<file path="src/rtl/cu_flag_status_if.sv">
// cu_flag_status_if
//   Bundles the PS/execution-unit side of the flag and status block.
//   master : PS and execution units (drive strobes, flags, write data,
//            condition select; observe status outputs)
//   slave  : cu_flag_status (consumes the above, drives status outputs)
//
//   ps_alu_en/ps_mul_en/ps_shf_en  unit issue strobes
//   alu_ps_az/an/ac/av             ALU flags
//   mul_ps_mn/mv                   multiplier flags
//   shf_ps_sz/sv                   shifter flags
//   ps_astat_wen/ps_stky_wen       PS write strobes for ASTAT / STKY
//   ps_stat_wdt[7:0]               PS write data (STKY uses [2:0])
//   ps_cond_code[3:0]              condition select
//   stat_ps_astat[7:0]             ASTAT register
//   stat_ps_stky[2:0]              STKY register
//   stat_ps_cond                   decoded condition
interface cu_flag_status_if;
    logic       ps_alu_en;
    logic       ps_mul_en;
    logic       ps_shf_en;
    logic       alu_ps_az;
    logic       alu_ps_an;
    logic       alu_ps_ac;
    logic       alu_ps_av;
    logic       mul_ps_mn;
    logic       mul_ps_mv;
    logic       shf_ps_sz;
    logic       shf_ps_sv;
    logic       ps_astat_wen;
    logic       ps_stky_wen;
    logic [7:0] ps_stat_wdt;
    logic [3:0] ps_cond_code;
    logic [7:0] stat_ps_astat;
    logic [2:0] stat_ps_stky;
    logic       stat_ps_cond;

    modport master (
        output ps_alu_en, ps_mul_en, ps_shf_en,
        output alu_ps_az, alu_ps_an, alu_ps_ac, alu_ps_av,
        output mul_ps_mn, mul_ps_mv,
        output shf_ps_sz, shf_ps_sv,
        output ps_astat_wen, ps_stky_wen, ps_stat_wdt, ps_cond_code,
        input  stat_ps_astat, stat_ps_stky, stat_ps_cond
    );

    modport slave (
        input  ps_alu_en, ps_mul_en, ps_shf_en,
        input  alu_ps_az, alu_ps_an, alu_ps_ac, alu_ps_av,
        input  mul_ps_mn, mul_ps_mv,
        input  shf_ps_sz, shf_ps_sv,
        input  ps_astat_wen, ps_stky_wen, ps_stat_wdt, ps_cond_code,
        output stat_ps_astat, stat_ps_stky, stat_ps_cond
    );
endinterface

</file>
<file path="src/rtl/cu_flag_status.sv">
// cu_flag_status
//   Arithmetic status (ASTAT) and sticky status (STKY) registers fed by
//   the ALU, multiplier and shifter, plus the condition-code decoder.
//
//   Parameters ALU_LAT/MUL_LAT/SHF_LAT (1..4): cycles from a unit's issue
//   strobe being sampled to its flags being valid and captured.
//
//   Ports
//     clk    sole clock, rising edge
//     reset  asynchronous, active-low
//     bus    cu_flag_status_if.slave (strobes, flags, PS writes, status)
//
//   ASTAT: [0]AZ [1]AN [2]AC [3]AV [4]MN [5]MV [6]SZ [7]SV
//   STKY : [0]AVS [1]MVS [2]SVS
module cu_flag_status #(
    parameter int unsigned ALU_LAT = 1,
    parameter int unsigned MUL_LAT = 1,
    parameter int unsigned SHF_LAT = 1
) (
    input  logic             clk,
    input  logic             reset,
    cu_flag_status_if.slave  bus
);

    // Per-unit issue pipelines: bit 0 holds the enable sampled on the last
    // edge, the top bit marks the cycle in which that unit's flags land.
    logic [ALU_LAT-1:0] alu_dly;
    logic [MUL_LAT-1:0] mul_dly;
    logic [SHF_LAT-1:0] shf_dly;

    logic upd_alu;
    logic upd_mul;
    logic upd_shf;

    logic [7:0] astat_q;
    logic [7:0] astat_nxt;
    logic [2:0] stky_q;
    logic [2:0] stky_nxt;
    logic [2:0] stky_set;
    logic       cond;

    // Size cast keeps the low LAT bits of {dly, en}, which is a one-place
    // shift that also degenerates cleanly to a single flop when LAT == 1.
    always_ff @(posedge clk or negedge reset) begin
        if (!reset) begin
            alu_dly <= '0;
            mul_dly <= '0;
            shf_dly <= '0;
        end else begin
            alu_dly <= ALU_LAT'({alu_dly, bus.ps_alu_en});
            mul_dly <= MUL_LAT'({mul_dly, bus.ps_mul_en});
            shf_dly <= SHF_LAT'({shf_dly, bus.ps_shf_en});
        end
    end

    assign upd_alu = alu_dly[ALU_LAT-1];
    assign upd_mul = mul_dly[MUL_LAT-1];
    assign upd_shf = shf_dly[SHF_LAT-1];

    // PS write provides the base value, then each unit landing this edge
    // overrides its own field, so the unit wins field by field.
    always_comb begin
        astat_nxt = bus.ps_astat_wen ? bus.ps_stat_wdt : astat_q;
        if (upd_alu) begin
            astat_nxt[3:0] = {bus.alu_ps_av, bus.alu_ps_ac,
                              bus.alu_ps_an, bus.alu_ps_az};
        end
        if (upd_mul) begin
            astat_nxt[5:4] = {bus.mul_ps_mv, bus.mul_ps_mn};
        end
        if (upd_shf) begin
            astat_nxt[7:6] = {bus.shf_ps_sv, bus.shf_ps_sz};
        end
    end

    // Hardware sets are OR'd in after any PS write so a same-edge overflow
    // can never be lost to a software clear.
    always_comb begin
        stky_set = {upd_shf & bus.shf_ps_sv,
                    upd_mul & bus.mul_ps_mv,
                    upd_alu & bus.alu_ps_av};
        stky_nxt = (bus.ps_stky_wen ? bus.ps_stat_wdt[2:0] : stky_q) | stky_set;
    end

    always_ff @(posedge clk or negedge reset) begin
        if (!reset) begin
            astat_q <= '0;
            stky_q  <= '0;
        end else begin
            astat_q <= astat_nxt;
            stky_q  <= stky_nxt;
        end
    end

    // Decoded from the registered ASTAT only; no bypass of this edge's update.
    always_comb begin
        cond = 1'b0;
        unique case (bus.ps_cond_code)
            4'd0:  cond =  astat_q[0];
            4'd1:  cond = ~astat_q[0];
            4'd2:  cond =  astat_q[1];
            4'd3:  cond = ~astat_q[1];
            4'd4:  cond =  (astat_q[1] | astat_q[0]);
            4'd5:  cond = ~(astat_q[1] | astat_q[0]);
            4'd6:  cond =  astat_q[2];
            4'd7:  cond = ~astat_q[2];
            4'd8:  cond =  astat_q[3];
            4'd9:  cond = ~astat_q[3];
            4'd10: cond =  astat_q[5];
            4'd11: cond = ~astat_q[5];
            4'd12: cond =  astat_q[4];
            4'd13: cond = ~astat_q[4];
            4'd14: cond =  astat_q[7];
            4'd15: cond =  1'b1;
            default: cond = 1'b0;
        endcase
    end

    assign bus.stat_ps_astat = astat_q;
    assign bus.stat_ps_stky  = stky_q;
    assign bus.stat_ps_cond  = cond;

endmodule
</file>
<file path="src/flat_wrapper.sv">
// flat-port wrapper written by rule: the top's interface ports become plain ports
module cu_flag_status_flat 
#(
    parameter int unsigned ALU_LAT = 1,
    parameter int unsigned MUL_LAT = 1,
    parameter int unsigned SHF_LAT = 1
)
  (clk, reset, bus_ps_alu_en, bus_ps_mul_en, bus_ps_shf_en, bus_alu_ps_az, bus_alu_ps_an, bus_alu_ps_ac, bus_alu_ps_av, bus_mul_ps_mn, bus_mul_ps_mv, bus_shf_ps_sz, bus_shf_ps_sv, bus_ps_astat_wen, bus_ps_stky_wen, bus_ps_stat_wdt, bus_ps_cond_code, bus_stat_ps_astat, bus_stat_ps_stky, bus_stat_ps_cond);
  cu_flag_status_if bus_i ();
  input  logic clk;
  input  logic reset;
  input wire logic [$bits(bus_i.ps_alu_en)-1:0] bus_ps_alu_en;
  input wire logic [$bits(bus_i.ps_mul_en)-1:0] bus_ps_mul_en;
  input wire logic [$bits(bus_i.ps_shf_en)-1:0] bus_ps_shf_en;
  input wire logic [$bits(bus_i.alu_ps_az)-1:0] bus_alu_ps_az;
  input wire logic [$bits(bus_i.alu_ps_an)-1:0] bus_alu_ps_an;
  input wire logic [$bits(bus_i.alu_ps_ac)-1:0] bus_alu_ps_ac;
  input wire logic [$bits(bus_i.alu_ps_av)-1:0] bus_alu_ps_av;
  input wire logic [$bits(bus_i.mul_ps_mn)-1:0] bus_mul_ps_mn;
  input wire logic [$bits(bus_i.mul_ps_mv)-1:0] bus_mul_ps_mv;
  input wire logic [$bits(bus_i.shf_ps_sz)-1:0] bus_shf_ps_sz;
  input wire logic [$bits(bus_i.shf_ps_sv)-1:0] bus_shf_ps_sv;
  input wire logic [$bits(bus_i.ps_astat_wen)-1:0] bus_ps_astat_wen;
  input wire logic [$bits(bus_i.ps_stky_wen)-1:0] bus_ps_stky_wen;
  input wire logic [$bits(bus_i.ps_stat_wdt)-1:0] bus_ps_stat_wdt;
  input wire logic [$bits(bus_i.ps_cond_code)-1:0] bus_ps_cond_code;
  output wire logic [$bits(bus_i.stat_ps_astat)-1:0] bus_stat_ps_astat;
  output wire logic [$bits(bus_i.stat_ps_stky)-1:0] bus_stat_ps_stky;
  output wire logic [$bits(bus_i.stat_ps_cond)-1:0] bus_stat_ps_cond;
  assign bus_i.ps_alu_en = bus_ps_alu_en;
  assign bus_i.ps_mul_en = bus_ps_mul_en;
  assign bus_i.ps_shf_en = bus_ps_shf_en;
  assign bus_i.alu_ps_az = bus_alu_ps_az;
  assign bus_i.alu_ps_an = bus_alu_ps_an;
  assign bus_i.alu_ps_ac = bus_alu_ps_ac;
  assign bus_i.alu_ps_av = bus_alu_ps_av;
  assign bus_i.mul_ps_mn = bus_mul_ps_mn;
  assign bus_i.mul_ps_mv = bus_mul_ps_mv;
  assign bus_i.shf_ps_sz = bus_shf_ps_sz;
  assign bus_i.shf_ps_sv = bus_shf_ps_sv;
  assign bus_i.ps_astat_wen = bus_ps_astat_wen;
  assign bus_i.ps_stky_wen = bus_ps_stky_wen;
  assign bus_i.ps_stat_wdt = bus_ps_stat_wdt;
  assign bus_i.ps_cond_code = bus_ps_cond_code;
  assign bus_stat_ps_astat = bus_i.stat_ps_astat;
  assign bus_stat_ps_stky = bus_i.stat_ps_stky;
  assign bus_stat_ps_cond = bus_i.stat_ps_cond;
  cu_flag_status #(.ALU_LAT(ALU_LAT), .MUL_LAT(MUL_LAT), .SHF_LAT(SHF_LAT)) u_core (.clk(clk), .reset(reset), .bus(bus_i));
endmodule
</file>
<file path="config.mk">
export PLATFORM = sky130hd
export DESIGN_NAME = cu_flag_status_flat
export DESIGN_NICKNAME = d
export VERILOG_FILES = /design/src/rtl/cu_flag_status_if.sv /design/src/rtl/cu_flag_status.sv /design/src/flat_wrapper.sv
export SDC_FILE = /design/constraint.sdc
export NUM_CORES = 1
export LEC_CHECK = 0
export CORE_UTILIZATION = 37
export DETAILED_ROUTE_END_ITERATION = 7
export PLACE_DENSITY = 0.77
export SLEW_MARGIN = 20
export SYNTH_ARGS = -nofsm -noshare
export SYNTH_HDL_FRONTEND = slang
export SYNTH_SLANG_ARGS = --single-unit
export TNS_END_PERCENT = 50
</file>
<file path="constraint.sdc">
create_clock -name clk -period 1.9 [get_ports clk]
set_input_delay 0.57 -clock clk [delete_from_list [all_inputs] [get_ports clk]]
set_output_delay 0.57 -clock clk [all_outputs]
set_load 0.01 [all_outputs]
</file>
Yosys cells after proc, flatten, opt, wreduce, memory -nomap -nowiden
Cells that the tools add are included.

Input bits: 27. Bits in registers: 14. Logic and storage cells: 44.

Eq/ne operators: 15. Multiplexer cells: 6. Reduce and logical (&&, ||, !) cells: 4. Bitwise operators: 12.

Operator list (number): $eq 4x4->1 const B (8); $eq 4x3->1 const B (4); $pmux 1 s16 (1); $eq 4x2->1 const B (2); $mux 8 (1); $not 1->1 (7); $reduce_bool 2->1 (3); $eq 4x1->1 const B (1); $logic_not 4->1 (1); $mux 2 (2); $mux 4 (1); $and 1x1->1 (3); $mux 3 (1); $or 3x3->3 (1); $or 1x1->1 (1).

Longest topological paths before layout
Gate-level depths: netlist of the first run.

Depth in word-level cells: 3. Gate-level depth with buffers: 4. Mapped depth without buffers: 3.

Least setup slack after synthesis of the first run
No wires, ideal clock.

Path type: input to output. Start point: input bus_ps_cond_code[2]. End point: output bus_stat_ps_cond. Stages: 4. Arrival time: 1278 ps. Setup slack: 52 ps. Required time: 1330 ps. Path through: buf_6 -> mux2i_1 -> mux2i_1 -> and4_1.

Longest elaborated chain between the ends: 2. Elaborated cells between the ends (all ways): 17. Those cells by class: eq/ne: 15; mux: 1; reduce/logical: 1.

RTL lines: start, declared (RTL line flat_wrapper.sv:26) `input wire logic [$bits(bus_i.ps_cond_code)-1:0] bus_ps_cond_code;`; $eq 4x4->1 (tied with other cells) (RTL line cu_flag_status.sv:98) `unique case (bus.ps_cond_code)`; $pmux 1 s16 * (RTL line cu_flag_status.sv:98); end, declared (RTL line flat_wrapper.sv:29) `output wire logic [$bits(bus_i.stat_ps_cond)-1:0] bus_stat_ps_cond;`.

Every way passes the cells marked *; elsewhere a longest branch is shown, timed or not.

Worst setup path in the final report of the first run
Same ends and word-level chain as after synthesis.

==> impl_summary.log, run 1 <==
[metrics] Global Route met1 Usage: 0.252
[metrics] number of setup buffers added after CTS: 0
[metrics] sequential cell area: ~350 µm²
[metrics] slew at the pin closest to its max-slew limit: roughly 0.23 ns
[metrics] total setup violations reported at the end of the flow: 1
[metrics] DRC marker count from the first detailed-route iteration: 8
[metrics] Placement Rows: 15
[metrics] number of cells on the worst hold path: 1
[metrics] Core Box Area: 1760 µm²
[metrics] Clock Pin Slew Worst Setup and Hold Paths: ~0.080 ns
[metrics] worst clock skew: ~0.005 ns
[metrics] fraction of post-synthesis cell area in the top cell type by area: 0.496
[metrics] post-layout instance area: 1280 µm²
[metrics] element type at the critical path start: input port
[metrics] type of the most critical hold path: reg -> reg
[metrics] Root Driver: clkbuf_4
[metrics] deepest level of the CTS H-tree: 1
[metrics] ratio of cells with drive above 1 in the final layout: 0.243
[metrics] TritonCTS clock tree: yes
[metrics] top fanout value on the critical path: 5
[metrics] final worst-path setup slack: -0.0628 ns
[metrics] endpoint with the worst hold slack: u_core.bus.stat_ps_astat[5]
[metrics] pin count of the biggest net entering global routing: 15
[metrics] IO buf count: 38
[metrics] worst reg2reg setup slack: between 0.9 and 1 ns
[metrics] final clock period utilization by the worst path: 1.03
[metrics] Wirelength per Cell: ~13 µm
[metrics] GRT Util Overall: 0.196
[metrics] violated checks: negative setup slack
[metrics] height of the die: about 46 µm
[metrics] Slew Viols, Final: 0
[metrics] wire length of the first global-routing pass: 2880 µm
[metrics] number of antenna violations at the first check in global routing: 0
[metrics] Post-layout nets: about 140
[metrics] arrival time at the worst endpoint: 1.39 ns
[metrics] final wirelength: 1850 µm
[metrics] flops & latches, synth: 14
[metrics] standby leakage power: around 0.64 nW
[metrics] WP data required: between 1 and 1.5 ns
[metrics] minimum clock period after layout: approximately 2.0 ns
[metrics] hold path startpoint: u_core.mul_dly
[metrics] count of distinct cell types in the synthesized netlist: 15
[metrics] PwrDens: 612 nW/µm²
[metrics] busiest layer in global routing: met2
[metrics] post-synthesis sequential area ratio: 0.496
[metrics] Clock Path Buffers: 2
[metrics] Inserted Diodes: 0
[metrics] number of buffers added by the clock tree synthesis step: 3
[metrics] max-cap violation count: 0
[metrics] Final Power: just under 0.8 mW
[metrics] number of detailed-routing iterations run before antenna repair: 4
[metrics] total via count after detailed routing: 674
[metrics] Die ar.: around 2100 µm²
[metrics] io pins: 39
[metrics] DRT antenna net count: 0
[metrics] VDD IR max: 501 µV
[metrics] vias in the first global route: roughly 680
[metrics] Achievable Freq: 509 MHz
[metrics] RSZ-0062 raised after global routing: yes
[metrics] worst reg2reg path endpoint: u_core.bus.stat_ps_astat[3]
[metrics] DRC violation count after routing: 0
[metrics] die outline width: between 40 and 50 µm
[metrics] Filler cells: 141
[metrics] Synth Area per Inst: between 10 and 15 µm²
[metrics] post-synthesis cell area: slightly above 700 µm²
[metrics] Area growth, synth to finish: 81.7%
[metrics] number of sinks driven by the clock tree: 14
[metrics] standard cell area after detailed placement: roughly 1200 µm²
[metrics] CP endpoint kind: output pin
[metrics] cell taking the most area after synthesis: dfrtp_1
[metrics] dominant cells by area after synthesis: dfrtp_1 (50%), mux2i_1 (24%), nand2_1 (5.9%)
[metrics] clock latency of the later-clocked register in the worst-skew pair: about 0.28 ns
[metrics] Fin. Hold Viols: 0
[metrics] number of warnings printed during yosys synthesis: 0
[metrics] met3 layer usage reported by global route: 0.0278
[metrics] Final GP Congestion: ~0.75
[metrics] type of the worst setup path: in -> out
[metrics] initial core utilization: 0.400
[metrics] total nets after synthesis: 90
[metrics] Register-to-Register Path Depth: 3
[metrics] outcome: finished with violations
[metrics] number of vias per cell after detailed routing: around 4.8
[metrics] post-detail-place hpwl: 1460 µm
[metrics] M2 GR Usage: 0.331
[metrics] total grt overflow: 0
[metrics] multi-input gate area in the final layout: about 370 µm²
[metrics] synthesized instance count: 63
[metrics] worst slew margin relative to its limit: 0.849
[metrics] RR Startpoint: u_core.bus.stat_ps_astat[3]
-- synth_stat cells --
library cell	count
o21ai_0	5
nor3b_1	3
dfrtp_1	14
o21ai_1	3
and4b_1	1
buf_2	1
buf_6	1
and3b_2	2
nand2_1	11
mux2i_1	17
and3b_1	1
nor3_1	1
and4_1	1
a21oi_1	1
a22oi_1	1
-- cells in the final DEF, fill, tap and decap left out, types with 2 or more instances in the layout --
master	n
and3b_2	2
buf_2	2
buf_4	10
buf_6	4
clkbuf_4	3
clkdlybuf4s50_1	27
dfrtp_1	14
dlymetal6s2s_1	6
mux2i_1	15
nand2_1	11
nor3b_2	2
o21ai_0	5
o21ai_1	3
-- registers in the layout, summed over array words and instances, names as in the netlist --
signal	flops
u_core.bus.stat_ps_astat	8
u_core.bus.stat_ps_stky	3
u_core.alu_dly	1
u_core.mul_dly	1
u_core.shf_dly	1
-- where the power goes --
part	switching (mW)	internal, mW
registers	0.0217	0.323
logic	0.0816	0.148
clock network	0.0942	0.116
-- critical path, stage by stage --
cell     delay, ns
buf_12        0.11
buf_6         0.11
mux2i_1       0.10
a22oi_1       0.18
and4_1        0.20
buf_2         0.12
-- worst max-delay path by stage --
stage | from | endpoint | cells past startpoint | slack (ns)
after detailed placement | bus_ps_cond_code[2] | bus_stat_ps_cond | 5 | -0.99
final | bus_ps_cond_code[2] | bus_stat_ps_cond | 6 | -0.06
after global routing | u_core.bus.stat_ps_astat[1] | bus_stat_ps_cond | 4 | -0.12
after CTS | bus_ps_cond_code[2] | bus_stat_ps_cond | 5 | -0.06
after global placement | bus_ps_cond_code[2] | bus_stat_ps_cond | 5 | -0.94
after floorplan | bus_ps_cond_code[2] | bus_stat_ps_cond | 4 | 0.05
-- stage by stage --
step           TNS (ns)  worst slack, ns  instances   util  hold WS [ns]
6_report        -0.0628          -0.0628        140  0.727         0.512
5_1_grt          -0.124           -0.124        140  0.727         0.547
4_1_cts         -0.0565          -0.0565        140  0.700         0.510
3_5_place_dp     -0.993           -0.993        136  0.675         0.488
3_3_place_gp     -0.941           -0.941        136  0.675         0.474
2_1_floorplan         0           0.0522         63      -         0.274
-- kinds of logic (layout without fill, tap and decap cells) --
family	count (synthesis)	in the layout	synth area share
compound gates	10	10	0.0745
simple gates	20	20	0.165
flops	14	14	0.496
mux	17	17	0.241
buf+inv	2	54	0.0230
-- layer usage --
layer / up-vias / wire length, µm
met5: - / 0
met4: 0 / 7
met3: 2 / 82
met2: 26 / 921
met1: 314 / 833
li1: 332 / -
-- repair_timing --
action                                  CTS  global route
pin swaps                                 3             2
hold buffers                              0             0
endpoints found under the setup margin    1             4
gates resized for setup                  29            13
-- layout make-up --
| class | count | share of cell area |
|---|---|---|
| timing repair buffer | 50 | 0.386 |
| clock buffer | 4 | 0.0283 |
| tap | 25 | 0.0244 |
| sequential | 14 | 0.273 |
| multi-input combinational | 47 | 0.288 |
Note: power is estimated with default switching activity, not from simulation.
==> run 2: changes to the inputs <==
- ABC_AREA: not set -> 1
- CAP_MARGIN: not set -> 20
==> impl_summary.log, run 2 <==
[metrics] switching component of the power: 0.212 mW (+7.4%)
[metrics] outcome: finished, final reports clean
[metrics] share of flip-flops with an asynchronous set or reset after synthesis: 1.00 (unchanged)
[metrics] WP data required: 1.33 ns (about the same)
[metrics] type of the worst setup path: reg -> out
[metrics] standby leakage power: 0.565 nW (-12%)
[metrics] Placement Rows: 15 (unchanged)
[metrics] count of distinct cell types in the synthesized netlist: 10 (-5)
[metrics] Post-layout nets: 167 (+17%)
[metrics] ratio of cells with drive above 1 in the final layout: 0.144 (-0.0996)
[metrics] Seq pwr share: 0.445 (+0.006)
[metrics] most frequently used flop master after synthesis: dfrtp_1
[metrics] final wirelength: 1880 µm (+1.9%)
[metrics] synthesized instance count: 92 (+46%)
[metrics] most common cell after layout, fill and taps aside: clkdlybuf4s50_1
[metrics] Final GP Congestion: 0.829 (+9.9%)
[metrics] utilization after layout: 0.676 (-0.0510)
[metrics] commonest cells after routing, fill and taps aside: clkdlybuf4s50_1 (33), nand2_1 (27), nand3_1 (25)
[metrics] number of detailed-routing iterations run before antenna repair: 4 (unchanged)
[metrics] total setup violations reported at the end of the flow: 0 (-1)
[metrics] io pins: 39 (unchanged)
[metrics] Clock Path Buffers: 2 (unchanged)
[metrics] worst clock skew: 0.00770 ns (+0.00269 ns)
[metrics] dominant cells by area after synthesis: dfrtp_1 (50%), nand3_1 (19%), nand2_1 (15%)
[metrics] Register-to-Register Path Depth: 3 (unchanged)
[metrics] wire length of the first global-routing pass: 3020 µm (+5.0%)
[metrics] height of the die: 45.6 µm (-0.16%)
[metrics] Achievable Freq: 539 MHz (+5.7%)
[metrics] IO buf count: 38 (unchanged)
[metrics] top fanout value on the critical path: 2 (-3)
[metrics] post-synthesis cell area: 703 µm² (-0.35%)
[metrics] Die ar.: 2080 µm² (-0.33%)
[metrics] vias in the first global route: 725 (+6.8%)
[metrics] VDD IR max: 404 µV (-19%)
[metrics] arrival time at the worst endpoint: 1.29 ns (-0.10 ns)
[metrics] total negative slack: 0 ns (+0.0628 ns)
[metrics] number of antenna violations at the first check in global routing: 0 (unchanged)
[metrics] relative contribution of the clock network to total power: 0.283 (+0.015)
[metrics] final clock period utilization by the worst path: 0.977 (-0.0557)
[metrics] total nets after synthesis: 119 (+32%)
[metrics] number of vias per cell after detailed routing: 4.82 (about the same)
[metrics] Fin. Hold Viols: 0 (unchanged)
[metrics] number of buffers added by the clock tree synthesis step: 3 (unchanged)
[metrics] max-cap violation count: 0 (unchanged)
[metrics] library cell with the highest instance count after synthesis: nand2_1
[metrics] CP Buf/Inv Count: 2 (-1)
[metrics] flops & latches, synth: 14 (unchanged)
[metrics] family of cells with the greatest summed delay on the critical path: buffers and inverters
[metrics] flip-flop count of the largest register after layout: 8 (unchanged)
[metrics] number of warnings printed during yosys synthesis: 0 (unchanged)
[metrics] Wirelength per Cell: 11.5 µm (-13%)
[metrics] PwrDens: 655 nW/µm² (+7.0%)
[metrics] Post-Route Hold Slack: 0.498 ns (-0.0149 ns)
[metrics] number of sinks driven by the clock tree: 14 (unchanged)
[metrics] internal power: 0.560 mW (-4.6%)
[metrics] fraction of post-synthesis cell area in the top cell type by area: 0.498 (+0.00177)
[metrics] Area growth, synth to finish: 67.8%
[metrics] Root Driver: clkbuf_4
[metrics] DRC violation count after routing: 0 (unchanged)
[metrics] minimum clock period after layout: 1.86 ns (-0.106 ns)
[metrics] switching power share of the total: 0.275 (+0.0228)
[metrics] top cells by count, synth: nand2_1 (28), nand3_1 (26), dfrtp_1 (14)
[metrics] post-synthesis sequential area ratio: 0.498 (+0.00177)
[metrics] deepest level of the CTS H-tree: 1 (unchanged)
[metrics] die outline width: 45.6 µm (-0.16%)
[metrics] element type at the critical path start: flop
[metrics] number of flops mapped to enable cells by yosys: 0 (unchanged)
[metrics] DRT antenna net count: 0 (unchanged)
[metrics] total via count after detailed routing: 790 (+17%)
[metrics] DRC marker count from the first detailed-route iteration: 23 (+15)
[metrics] pin count of the biggest net entering global routing: 15 (unchanged)
[metrics] placed cell count: 158 (+16%)
[metrics] GRT Util Overall: 0.209 (+0.0127)
[metrics] Core Box Area: 1750 µm² (-1.1%)
[metrics] Clock Pin Slew Worst Setup and Hold Paths: 0.10 ns (+0.02 ns)
[metrics] number of cells on the critical path: 2 (-4)
[metrics] delay contributed by the slowest stage of the critical path: 0.52 ns (+0.32 ns)
[metrics] combinational share of power: 0.272 (-0.020)
[metrics] Inserted Diodes: 0 (unchanged)
[metrics] Synth Area per Inst: 7.64 µm² (-32%)
[metrics] cells along the critical path: buf_4, clkdlybuf4s50_1
[metrics] slew at the pin closest to its max-slew limit: 0.217 ns (-0.00924 ns)
[metrics] total grt overflow: 0 (unchanged)
[metrics] initial core utilization: 0.403 (+0.00287)
[metrics] non-filler instance count after layout: 164 (+17%)
[metrics] critical-path cell with the highest stage delay: clkdlybuf4s50_1
[metrics] number of cells on the worst hold path: 2 (+1)
[metrics] CP endpoint kind: output pin
[metrics] clock latency of the later-clocked register in the worst-skew pair: 0.28 ns (about the same)
[metrics] Filler cells: 150 (+6.4%)
[metrics] type of the most critical hold path: reg -> reg
[metrics] post-detail-place hpwl: 1520 µm (+4.2%)
[metrics] TritonCTS clock tree: yes
[metrics] worst slew margin relative to its limit: 0.855 (+0.00570)
[metrics] Slew Viols, Final: 0 (unchanged)
[metrics] cell taking the most area after synthesis: dfrtp_1
-- run 2: power groups by stage --
stage / logic (mW) / clock network (mW) / registers, mW
floorplan: 0.0633 / 0 / 0.357
detailed placement: 0.209 / 0 / 0.349
finish: 0.210 / 0.219 / 0.344
global route: 0.233 / 0.234 / 0.347
global placement: 0.204 / 0 / 0.349
CTS: 0.204 / 0.215 / 0.343
-- run 2: cells by family after synthesis --
group,count (synthesis),synth area share
simple gates,57,0.356
buf+inv,14,0.0747
flops,14,0.498
compound gates,7,0.0712
-- run 2: path summary, 6_finish.rpt --
kind	startpoint	to	slack, ns
setup reg to reg	u_core.alu_dly	u_core.bus.stat_ps_astat[2]	0.97
min in group asynchronous	reset	u_core.bus.stat_ps_astat[6]	0.58
setup / recovery	u_core.bus.stat_ps_astat[2]	bus_stat_ps_astat[2]	0.04
max in group asynchronous	reset	u_core.bus.stat_ps_stky[0]	1.14
hold / removal	u_core.bus.stat_ps_stky[0]	u_core.bus.stat_ps_stky[0]	0.50
hold reg to reg	u_core.bus.stat_ps_stky[0]	u_core.bus.stat_ps_stky[0]	0.50
-- run 2: through the flow --
step	setup WS [ns]	total power, mW	area (µm²)
CTS	0.000853	0.762	1160
finish	0.0431	0.772	1180
global route	-0.0198	0.813	1180
global placement	-0.737	0.553	1140
detailed placement	-0.808	0.557	1140
floorplan	0.349	0.420	703
-- run 2: tightest hold or removal path, stage by stage (launching register included) --
cell     delay, ns
dfrtp_1       0.36
nand2_1       0.06
nand3_1       0.05
-- run 2: cell type report --
cell class | instances | area, µm² | area share
flip-flops and latches | 14 | 350 | 0.297
clock buffers | 4 | 36.3 | 0.0308
inverters | 14 | 55.1 | 0.0467
well taps | 25 | 31.3 | 0.0265
repair buffers | 43 | 399 | 0.338
multi-input cells | 64 | 308 | 0.261
-- run 2: timing repair --
| action | in CTS | in global routing |
|---|---|---|
| endpoints found under the setup margin | 1 | 1 |
| gates resized for setup | 14 | 7 |
| hold buffers | 0 | 0 |
| gates cloned | 0 | 0 |
| pin swaps | 0 | 0 |
| setup buffers | 0 | 2 |
-- run 2: per-layer routing --
layer	global-route usage	wire length, µm	up-vias
li1	-	-	401
met1	0.275	872	362
met2	0.343	919	25
met3	0.0357	77	2
met4	0.0727	12	0
met5	0	0	-
